File: config.mk
export PLATFORM = sky130hd
export DESIGN_NAME = led_bar_meter
export DESIGN_NICKNAME = d
export VERILOG_FILES = /design/src/rtl/led_bar_meter.sv
export SDC_FILE = /design/constraint.sdc
export NUM_CORES = 1
export LEC_CHECK = 0
export CORE_MARGIN = 2
export CORE_UTILIZATION = 50
export CTS_BUF_LIST = sky130_fd_sc_hd__clkbuf_4 sky130_fd_sc_hd__clkbuf_8
export DETAILED_ROUTE_END_ITERATION = 8
export PLACE_DENSITY = 0.8
export SLEW_MARGIN = 10
export SYNTH_ARGS = -nofsm -noshare
export SYNTH_HDL_FRONTEND = slang
export SYNTH_SLANG_ARGS = --single-unit
export TNS_END_PERCENT = 20
File: constraint.sdc
create_clock -name clk -period 3.9 [get_ports clk]
set_input_delay 0.78 -clock clk [delete_from_list [all_inputs] [get_ports clk]]
set_output_delay 0.78 -clock clk [all_outputs]
set_load 0.1 [all_outputs]
File: src/rtl/led_bar_meter.sv
// rtl/led_bar_meter.sv - multi-channel LED bar-graph driver with peak hold and decay
//
// Each channel scales a sampled level to a lit-LED count (thermometer code).
// It holds the highest bar as a single marker LED, then decays the marker one
// LED per step. All channels share one display-tick prescaler.
//
// Optional build macro: LED_BAR_BLINK_EN
//   When defined, a saturated bar blinks all-on/all-off once per tick.
//   When undefined, a saturated bar is steady all-on.
//
// Ports:
//   clk          system clock
//   reset        asynchronous, active-low reset
//   level_valid  [NCH]          per-channel sample strobe
//   level        [NCH*LEVEL_W]  packed levels, ch0 in LSBs
//   led          [NCH*LEDS]     packed bars, ch0 in LSBs, bit0 = bottom LED
//   peak         [NCH*PW]       current peak-marker count per channel
//   tick         one-cycle display tick pulse

module led_bar_meter #(
  parameter int NCH         = 2,
  parameter int LEVEL_W     = 6,
  parameter int LEDS        = 8,
  parameter int SHIFT       = 1,
  parameter int TICK_DIV    = 1_000_000,
  parameter int HOLD_TICKS  = 8,
  parameter int DECAY_TICKS = 2,
  localparam int PW         = $clog2(LEDS + 1)
) (
  input  logic                   clk,
  input  logic                   reset,
  input  logic [NCH-1:0]         level_valid,
  input  logic [NCH*LEVEL_W-1:0] level,
  output logic [NCH*LEDS-1:0]    led,
  output logic [NCH*PW-1:0]      peak,
  output logic                   tick
);

  localparam int CW = (TICK_DIV > 1) ? $clog2(TICK_DIV) : 1;
  localparam int HW = (HOLD_TICKS > 0) ? $clog2(HOLD_TICKS + 1) : 1;
  localparam int DW = (DECAY_TICKS > 0) ? $clog2(DECAY_TICKS + 1) : 1;

  typedef enum logic [1:0] {
    IDLE  = 2'd0,
    HOLD  = 2'd1,
    DECAY = 2'd2
  } state_t;

  // Shared display-tick prescaler; tick is decoded from the counter register.
  logic [CW-1:0] cnt;

  assign tick = (cnt == CW'(TICK_DIV - 1));

  always_ff @(posedge clk or negedge reset) begin
    if (!reset) begin
      cnt <= '0;
    end else if (tick) begin
      cnt <= '0;
    end else begin
      cnt <= cnt + 1'b1;
    end
  end

`ifdef LED_BAR_BLINK_EN
  // Shared blink phase; starts "on" so a bar that saturates right after
  // reset is visible immediately.
  logic phase;

  always_ff @(posedge clk or negedge reset) begin
    if (!reset) begin
      phase <= 1'b1;
    end else if (tick) begin
      phase <= ~phase;
    end
  end
`endif

  for (genvar c = 0; c < NCH; c++) begin : g_ch
    logic [LEVEL_W-1:0] lvl_sh;
    logic [PW-1:0]      nbar;
    logic [PW-1:0]      bar_q;
    logic [PW-1:0]      peak_q;
    logic [PW-1:0]      peak_d;
    logic [HW-1:0]      hold_q;
    logic [HW-1:0]      hold_d;
    logic [DW-1:0]      decay_q;
    logic [DW-1:0]      decay_d;
    state_t             state_q;
    state_t             state_d;
    logic               grab;
    logic [LEDS-1:0]    bar_leds;

    assign lvl_sh = level[c*LEVEL_W +: LEVEL_W] >> SHIFT;
    assign nbar   = (int'(lvl_sh) > LEDS) ? PW'(LEDS) : PW'(lvl_sh);

    // A new sample at or above the marker (and non-empty) restarts the hold,
    // overriding whatever a same-cycle tick would have done.
    assign grab = level_valid[c] && (nbar >= peak_q) && (nbar != '0);

    always_ff @(posedge clk or negedge reset) begin
      if (!reset) begin
        bar_q   <= '0;
        peak_q  <= '0;
        hold_q  <= '0;
        decay_q <= '0;
        state_q <= IDLE;
      end else begin
        if (level_valid[c]) begin
          bar_q <= nbar;
        end
        peak_q  <= peak_d;
        hold_q  <= hold_d;
        decay_q <= decay_d;
        state_q <= state_d;
      end
    end

    always_comb begin
      state_d = state_q;
      peak_d  = peak_q;
      hold_d  = hold_q;
      decay_d = decay_q;
      if (grab) begin
        peak_d  = nbar;
        hold_d  = HW'(HOLD_TICKS);
        state_d = HOLD;
      end else begin
        case (state_q)
          IDLE: begin
            // Marker follows the bar; a lower sample is tracked right away so
            // no stale marker flashes for a cycle.
            peak_d = level_valid[c] ? nbar : bar_q;
          end
          HOLD: begin
            if (tick) begin
              if (hold_q <= HW'(1)) begin
                hold_d  = '0;
                decay_d = DW'(DECAY_TICKS);
                state_d = DECAY;
              end else begin
                hold_d = hold_q - 1'b1;
              end
            end
          end
          DECAY: begin
            if (tick) begin
              if (decay_q <= DW'(1)) begin
                if (peak_q > bar_q + PW'(1)) begin
                  peak_d  = peak_q - 1'b1;
                  decay_d = DW'(DECAY_TICKS);
                end else begin
                  peak_d  = bar_q;
                  decay_d = '0;
                  state_d = IDLE;
                end
              end else begin
                decay_d = decay_q - 1'b1;
              end
            end
          end
          default: begin
            state_d = IDLE;
          end
        endcase
      end
    end

    // Thermometer of bar_q plus the single marker LED at position peak_q-1
    // when the marker sits above the bar.
    always_comb begin
      bar_leds = '0;
      for (int i = 0; i < LEDS; i++) begin
        bar_leds[i] = (PW'(i) < bar_q) ||
                      ((peak_q > bar_q) && (PW'(i + 1) == peak_q));
      end
    end

`ifdef LED_BAR_BLINK_EN
    assign led[c*LEDS +: LEDS] = (bar_q == PW'(LEDS)) ? {LEDS{phase}} : bar_leds;
`else
    assign led[c*LEDS +: LEDS] = bar_leds;
`endif

    assign peak[c*PW +: PW] = peak_q;
  end

endmodule

### Yosys cells after proc, flatten, opt, wreduce, memory -nomap -nowiden

Cells that the tools add are included.

| word-level totals | value |
|---|---|
| register bits | 52 |
| input port bits | 16 |
| word-level logic and storage cells | 190 |

| operators by class | value |
|---|---|
| add/subtract/negate cells | 9 |
| bitwise gates (word level) | 2 |
| magnitude comparators | 28 |
| equal/unequal tests | 39 |
| multiplexer cells | 45 |
| reductions and logical operators | 56 |

Operator list:

| cell | count |
|---|---|
| 2-to-1 mux 4 bit | 20 |
| 2-to-1 mux 2 bit | 18 |
| == test 3 x 4 -> 1 bit, first input constant | 8 |
| < comparator 3 x 4 -> 1 bit, first input constant | 8 |
| != test 3 bit, second input constant | 10 |
| adder 20 x 1 -> 20 bit, second input constant | 1 |
| == test 20 bit, second input constant | 1 |
| logical AND 1 bit | 20 |
| 2-to-1 mux 20 bit | 1 |
| == test 2 x 4 -> 1 bit, first input constant | 4 |
| > comparator 4 bit | 4 |
| logical OR 1 bit | 16 |
| < comparator 1 x 4 -> 1 bit, first input constant | 4 |
| < comparator 2 x 4 -> 1 bit, first input constant | 4 |
| != test 2 bit, second input constant | 8 |
| one-hot mux 4 bit (2 select lines) | 2 |
| subtractor 4 x 1 -> 4 bit, second input constant | 4 |
| one-hot mux 2 bit (3 select lines) | 2 |
| AND reduction 6 bit | 2 |
| nonzero test 2 bit | 6 |
| > comparator 5 x 4 -> 1 bit, second input constant | 2 |
| AND reduction 5 bit | 2 |
| adder 4 x 1 -> 4 bit, second input constant | 2 |
| == test 1 x 4 -> 1 bit, first input constant | 2 |
| other kinds (14) | 28 |

### Longest topological paths before layout

Gate-level depths: netlist (run 1).

| logic depth | value |
|---|---|
| word-level depth | 7 |
| depth in mapped cells | 11 |
| gate-level depth less buffers | 10 |

### Worst setup path before layout (run 1)

No wires, ideal clock.

| path | value |
|---|---|
| path type | register to output |
| from | reg g_ch[0].peak_q[0] |
| to | out led[7] |
| cell stages (with the launch flop) | 8 |
| slack | -1.117 ns |
| path buffers | 0 |
| arrival time | 4.237 ns |
| cells stage by stage | dfrtp_1 inv_1 ha_1 nor2b_1 o21a_1 o21a_1 o21ai_0 o31ai_1 |

| on the way | value |
|---|---|
| cells in the longest elaborated chain, start to end | 3 |

Ends and longest elaborated chain:

| element | RTL line | source |
|---|---|---|
| from (decl) | 82 | `logic [PW-1:0] peak_q;` |
| from (signal assigned) | 111 | `peak_q <= peak_d;` |
| > comparator 4 bit / == test 4 bit (equally long branches) | 174 | `((peak_q > bar_q) && (PW'(i + 1) == peak_q));` |
| logical AND 1 bit (*) | 174 |  |
| logical OR 1 bit (*) | 173 | `bar_leds[i] = (PW'(i) < bar_q) \|\|` |
| to (decl) | 34 | `output logic [NCH*LEDS-1:0] led,` |

Mark *: on every way between the ends. The rest lies on a longest branch, timed or not.

### Worst setup path after layout (run 1)

| path | value |
|---|---|
| from | reg g_ch[0].bar_q[1] |
| to | out led[2] |

| on the way | value |
|---|---|
| cells in the longest elaborated chain, start to end | 3 |

Ends and longest elaborated chain:

| element | RTL line | source |
|---|---|---|
| from (decl) | 81 | `logic [PW-1:0] bar_q;` |
| from (signal assigned) | 109 | `bar_q <= nbar;` |
| > comparator 4 bit | 174 |  |
| logical AND 1 bit | 174 |  |
| logical OR 1 bit (*) | 173 |  |

Marked as above.

==> flow_summary.yaml, run 1 <==
outcome:
  status: "finished, final reports clean"
clock_tree:
  cts_buffers: 5
  clockBufferDepth: 2
  tritoncts: "built"
  worstSkewPairLatency_ns: 0.30
  postCtsSetupBuffers: 0
  cts_resized: 0
  cts-root-buf: "clkbuf_8"
  ctsHoldBuffers: 0
  clk_pin_slew_ns: 0.09
  h-tree-depth: 2
  clkSinkCount: 52
power:
  clkPwrFrac_pct: 12.1
  power.leakage_nw: 2.01
  power_frac_comb_pct: 59.8
  switching_share_pct: 51.2
  peakVddDrop_mv: 0.318
  p_int_mw: 1.19
  power_frac_seq_pct: 28.1
  power_density_mw_per_mm2: 545
  p_switching_mw: 1.25
worst_hold_path:
  min_path_type: "in -> async"
timing:
  tightest_slew_ns: 0.965
  period_share_pct: 90.8
  fmax_mhz: 282
  hold_viol: 0
  setup_viol: 0
  skew_ns: 0.00784
  finalMaxSlewViolations: 0
  rsz0062_at_grt: "no"
  min_period_ns: 3.54
  layout_setup_ws_ns: 0.360
  slew-limit-headroom_pct: 35.5
synth:
  netlist_area_mm2: 0.00391
  synth.ff_latch_count: 52
  ys_top_cells_by_count: "dfrtp_1, ha_1, nand2_1, inv_1, nand3_1"
  async_reset_ff_share_pct: 100
  synth_edf_count: 0
  netlist_instances: 442
  yosysWarnings: 0
  synthFlopType: "dfrtp_1"
  seq_area_frac_synth_pct: 33.3
  yosys-top-cells-area: "dfrtp_1, ha_1, nand3_1, nand2_1, xnor2_1"
  yosysUniqueCellTypes: 67
  synth_top_area_share_pct: 33.3
  syn_nets: 502
  yosysTopAreaCell: "dfrtp_1"
  synth.avg_cell_area_um2: 8.85
  yosysMostFrequentCell: "dfrtp_1"
die:
  initial_core_util_pct: 51.1
  die_area_mm2: 0.00854
  io_pins: 41
  dieWidth_um: 92.4
  coreArea_mm2: 0.00765
  die_y_um: 92.4
  fp-row-count: 32
placed_design:
  pre_cts_slack_ns: 0.583
  dp.final_hpwl_um: 6730
  placed_area_mm2: 0.00440
  placedCellCount: 579
  portBuffers: 38
  gp_congestion: 0.891
cells_and_area:
  instances_no_fill: 586
  regArea_mm2: 0.00130
  fin_util_pct: 58.6
  nets: 544
  multi_input_area_mm2: 0.00243
  fillers: 651
  area_delta_synth_final_pct: 14.7
  final_area_mm2: 0.00448
  drive_gt1_share_pct: 9.92
  n_antenna_cell: 0
grt:
  antenna_found_initial: 0
  grt_max_degree: 31
  grt_pass1_vias: 3426
  grtUsageTotal_pct: 22.2
  grt_pass1_wl_um: 15600
  grt_overflow: 0
worst_setup_path:
  arrival_ns: 2.76
  critPathKind: "reg -> out"
  worst-path-max-fanout: 6
  cp_data_required_time_ns: 3.12
  startpoint_type: "register"
  end_kind: "output port"
detailed_routing:
  wl_um: 8740
  drt_iter0_markers: 118
  vias: 3374
  viasPerCell: 5.76
  antenna_left: 0
  routedWlPerCell_um: 14.9
  post-route-drc-count: 0
  dr.pass1.iters: 4
flow_run:
  maxCapViolCount: 0
-- power by group through the flow --
stage | Combinational (mW) | Clock (mW) | Sequential, mW
floorplan | 0.818 | 0 | 0.955
global placement | 1.41 | 0 | 0.691
detailed placement | 1.45 | 0 | 0.697
CTS | 1.45 | 0.303 | 0.686
global route | 1.60 | 0.324 | 0.698
finish | 1.46 | 0.296 | 0.687
-- through the flow --
step / power [mW] / TNS, ns / hold WS, ns
finish: 2.45 / 0 / 0.444
global route: 2.62 / 0 / 0.481
CTS: 2.44 / 0 / 0.458
detailed placement: 2.15 / 0 / 0.467
global placement: 2.10 / 0 / 0.463
floorplan: 1.77 / -0.127 / 0.450
-- worst max-delay path: stages (launching register included) --
cell and delay (ns):
dfrtp_1 0.46, inv_1 0.14, ha_1 0.31, nor2b_1 0.13, o21a_1 0.16, o21a_1 0.16, o21ai_1 0.29, nor3_1 0.13
a2111o_1 0.44, buf_4 0.24
-- layout by cell type (no fill, tap or decap), types with 14 or more instances in the layout --
cell type,instances
a21oi_1,22
buf_4,25
clkdlybuf4s50_1,20
dfrtp_1,52
ha_1,44
inv_1,32
nand2_1,38
nand3_1,31
nor2_1,27
o21ai_0,23
xnor2_1,14
-- registers in the layout (all words and copies together) (netlist names) --
signal,count
cnt,20
g_ch.hold_q,8
g_ch.peak_q,8
g_ch.decay_q,4
g_ch.bar_q,8
g_ch.state_q,4
-- path summary, 6_finish.rpt --
kind / from / end / slack [ns] / depth (start not counted)
setup / recovery: g_ch[0].bar_q[1] / led[2] / 0.36 / 9
hold / removal: reset / g_ch[1].bar_q[3] / 0.44 / 1
setup reg to reg: cnt[11] / g_ch[1].peak_q[1] / 0.99 / 8
hold reg to reg: cnt[13] / cnt[13] / 0.48 / 1
max in group asynchronous: reset / cnt[19] / 2.69 / 2
min in group clk: cnt[13] / cnt[13] / 0.48 / 1
-- cells by family (layout without fill, tap and decap cells) --
kind of cell	Yosys count	in the layout	share of synthesized area, %
muxes	7	7	1.79
adders and majority gates	44	44	14.1
DFF	52	52	33.3
and+or+nand+nor	163	163	21.7
xor gates and xnor gates	25	25	5.60
AOI/OAI and AO/OA	105	105	18.7
buffers and inverters	46	88	4.83
-- metal layers --
layer | GRT usage, % | part of all wire (%) | vias up
met3 | 3.01 | 2.8 | 12
met4 | 4.60 | 0.92 | 0
met1 | 28.8 | 46 | 1624
met5 | 0 | 0 | -
met2 | 39.5 | 50 | 61
li1 | - | - | 1677
-- layout make-up --
class                           count  area share [%]
Clock buffer                        6            1.70
Clock inverter                      1           0.112
Inverter                           34            2.85
Multi-Input combinational cell    344            54.3
Sequential cell                    52            29.0
Tap cell                          102            2.85
Timing Repair Buffer               47            9.21
No activity file was read; power rests on OpenSTA's default activity.
==> run 2, diff against run 1 <==
Settings changed: CORE_MARGIN 2 to 5, CTS_CLUSTER_DIAMETER from default to 120.
==> run 2 against run 1 <==
Net effect:
- fmax decreased by 5.8%
- sequential share of layout area about the same
- sequential cell count unchanged
- first-iteration DRC count increased by 54%
- via count increased by 2.4%
- core utilization decreased by 0.29 points
- final cell count unchanged
- largest cell class unchanged
- largest power group unchanged
- highest routed layer unchanged
==> flow_summary.yaml, run 2 (same netlist as run 1, synthesis figures left out) <==
placed_design:
  gp_congestion: 0.845
  placedCellCount: 578
  pre_cts_slack_ns: 0.515
  placed_area_mm2: 0.00440
  portBuffers: 38
  dp.final_hpwl_um: 7000
power:
  peakVddDrop_mv: 0.241
  power.leakage_nw: 2.00
  power_density_mw_per_mm2: 550
  total_power_mw: 2.47
die:
  die_y_um: 98.4
  fp-row-count: 32
  die_area_mm2: 0.00969
  coreArea_mm2: 0.00769
  io_pins: 41
  initial_core_util_pct: 50.9
  dieWidth_um: 98.4
grt:
  grt_overflow: 0
  grt_max_degree: 31
  grtUsageTotal_pct: 18.8
  grt_pass1_wl_um: 15600
  antenna_found_initial: 0
  grt_pass1_vias: 3434
clock_tree:
  tritoncts: "built"
  ctsHoldBuffers: 0
  clk_pin_slew_ns: 0.11
  h-tree-depth: 2
  cts_resized: 0
  clockBufferDepth: 2
  clkSinkCount: 52
  cts_buffers: 5
  postCtsSetupBuffers: 0
  worstSkewPairLatency_ns: 0.31
  cts-root-buf: "clkbuf_8"
timing:
  min_period_ns: 3.76
  finalMaxSlewViolations: 0
  slew-limit-headroom_pct: 33.6
  period_share_pct: 96.3
  setup_viol: 0
  fmax_mhz: 266
  tightest_slew_ns: 0.993
  layout_setup_ws_ns: 0.143
  rsz0062_at_grt: "no"
  hold_viol: 0
  whs_ns: 0.426
  skew_ns: 0.0170
worst_setup_path:
  arrival_ns: 2.98
  critPathKind: "reg -> out"
  end_kind: "output port"
  worst-path-max-fanout: 6
  startpoint_type: "register"
  r2r_slack_ns: 0.95
  cp_data_required_time_ns: 3.12
  r2r_cells: 8
cells_and_area:
  fillers: 691
  final_cell_mix: "dfrtp_1, ha_1, nand2_1"
  instances_no_fill: 586
  largest_reg_flops: 20
  final_area_mm2: 0.00449
  multi_input_area_mm2: 0.00243
  area_delta_synth_final_pct: 14.7
  regArea_mm2: 0.00130
  drive_gt1_share_pct: 9.92
  n_antenna_cell: 0
  regMostFlops: "cnt"
  final_common_cell: "dfrtp_1"
  nets: 543
detailed_routing:
  viasPerCell: 5.90
  post-route-drc-count: 0
  wl_um: 9060
  vias: 3456
  routedWlPerCell_um: 15.5
  antenna_left: 0
  dr.pass1.iters: 5
  drt_iter0_markers: 182
flow_run:
  maxCapViolCount: 0
worst_hold_path:
  min_path_type: "in -> async"
outcome:
  status: "finished, final reports clean"
## run 2: cell count changes in the layout (fill, tap and decap cells not counted), sizes merged
cell      previous run  this run
buf                 27        26
inv                 33        34
clkinvlp             0         1
clkbuf               6         5
## run 2: layout make-up
cell class	instances	share of cell area (%)
Multi-Input combinational cell	344	54.3
Sequential cell	52	29.0
Timing Repair Buffer	46	9.04
Inverter	34	2.85
Tap cell	102	2.85
Clock buffer	5	1.53
Clock inverter	3	0.474
## run 2: through the flow
| stage | TNS, ns | utilization [%] |
|---|---|---|
| after global routing | 0 | 58.3 |
| final | 0 | 58.3 |
| after CTS | 0 | 58.3 |
| after floorplan | -0.127 | - |
| after detailed placement | 0 | 57.2 |
| after global placement | 0 | 57.2 |
## run 2: where the power goes
group / switching [mW] / leakage, nW / internal [mW]
Sequential: 0.104 / 0.660 / 0.590
Combinational: 0.991 / 1.30 / 0.469
Clock: 0.185 / 0.0445 / 0.128
## run 2: metal layers
layer | up-vias | share of wire, % | GRT usage (%) | wire (um)
li1 | 1668 | - | - | -
met1 | 1684 | 44 | 24.1 | 3940
met2 | 94 | 51 | 33.1 | 4660
met3 | 10 | 4.0 | 3.47 | 363
met4 | 0 | 1.0 | 3.89 | 94
met5 | - | 0 | 0 | 0
## run 2: worst max-delay path, cell delays in order, from the launching register on
cell      delay, ns
dfrtp_1        0.45
inv_1          0.12
ha_1           0.31
nor2b_1        0.14
o21a_1         0.16
o21a_1         0.15
o21ai_0        0.46
nor3_1         0.18
a2111o_1       0.45
buf_4          0.24
## run 2: worst paths after layout
| kind | start | to |
|---|---|---|
| max reg2reg | cnt[11] | g_ch[1].peak_q[1] |
| max | g_ch[0].bar_q[1] | led[2] |
| min in group clk | g_ch[1].decay_q[0] | g_ch[1].decay_q[0] |
| max in group asynchronous | reset | g_ch[0].decay_q[1] |
| min reg2reg | g_ch[1].decay_q[0] | g_ch[1].decay_q[0] |
| min | reset | cnt[17] |
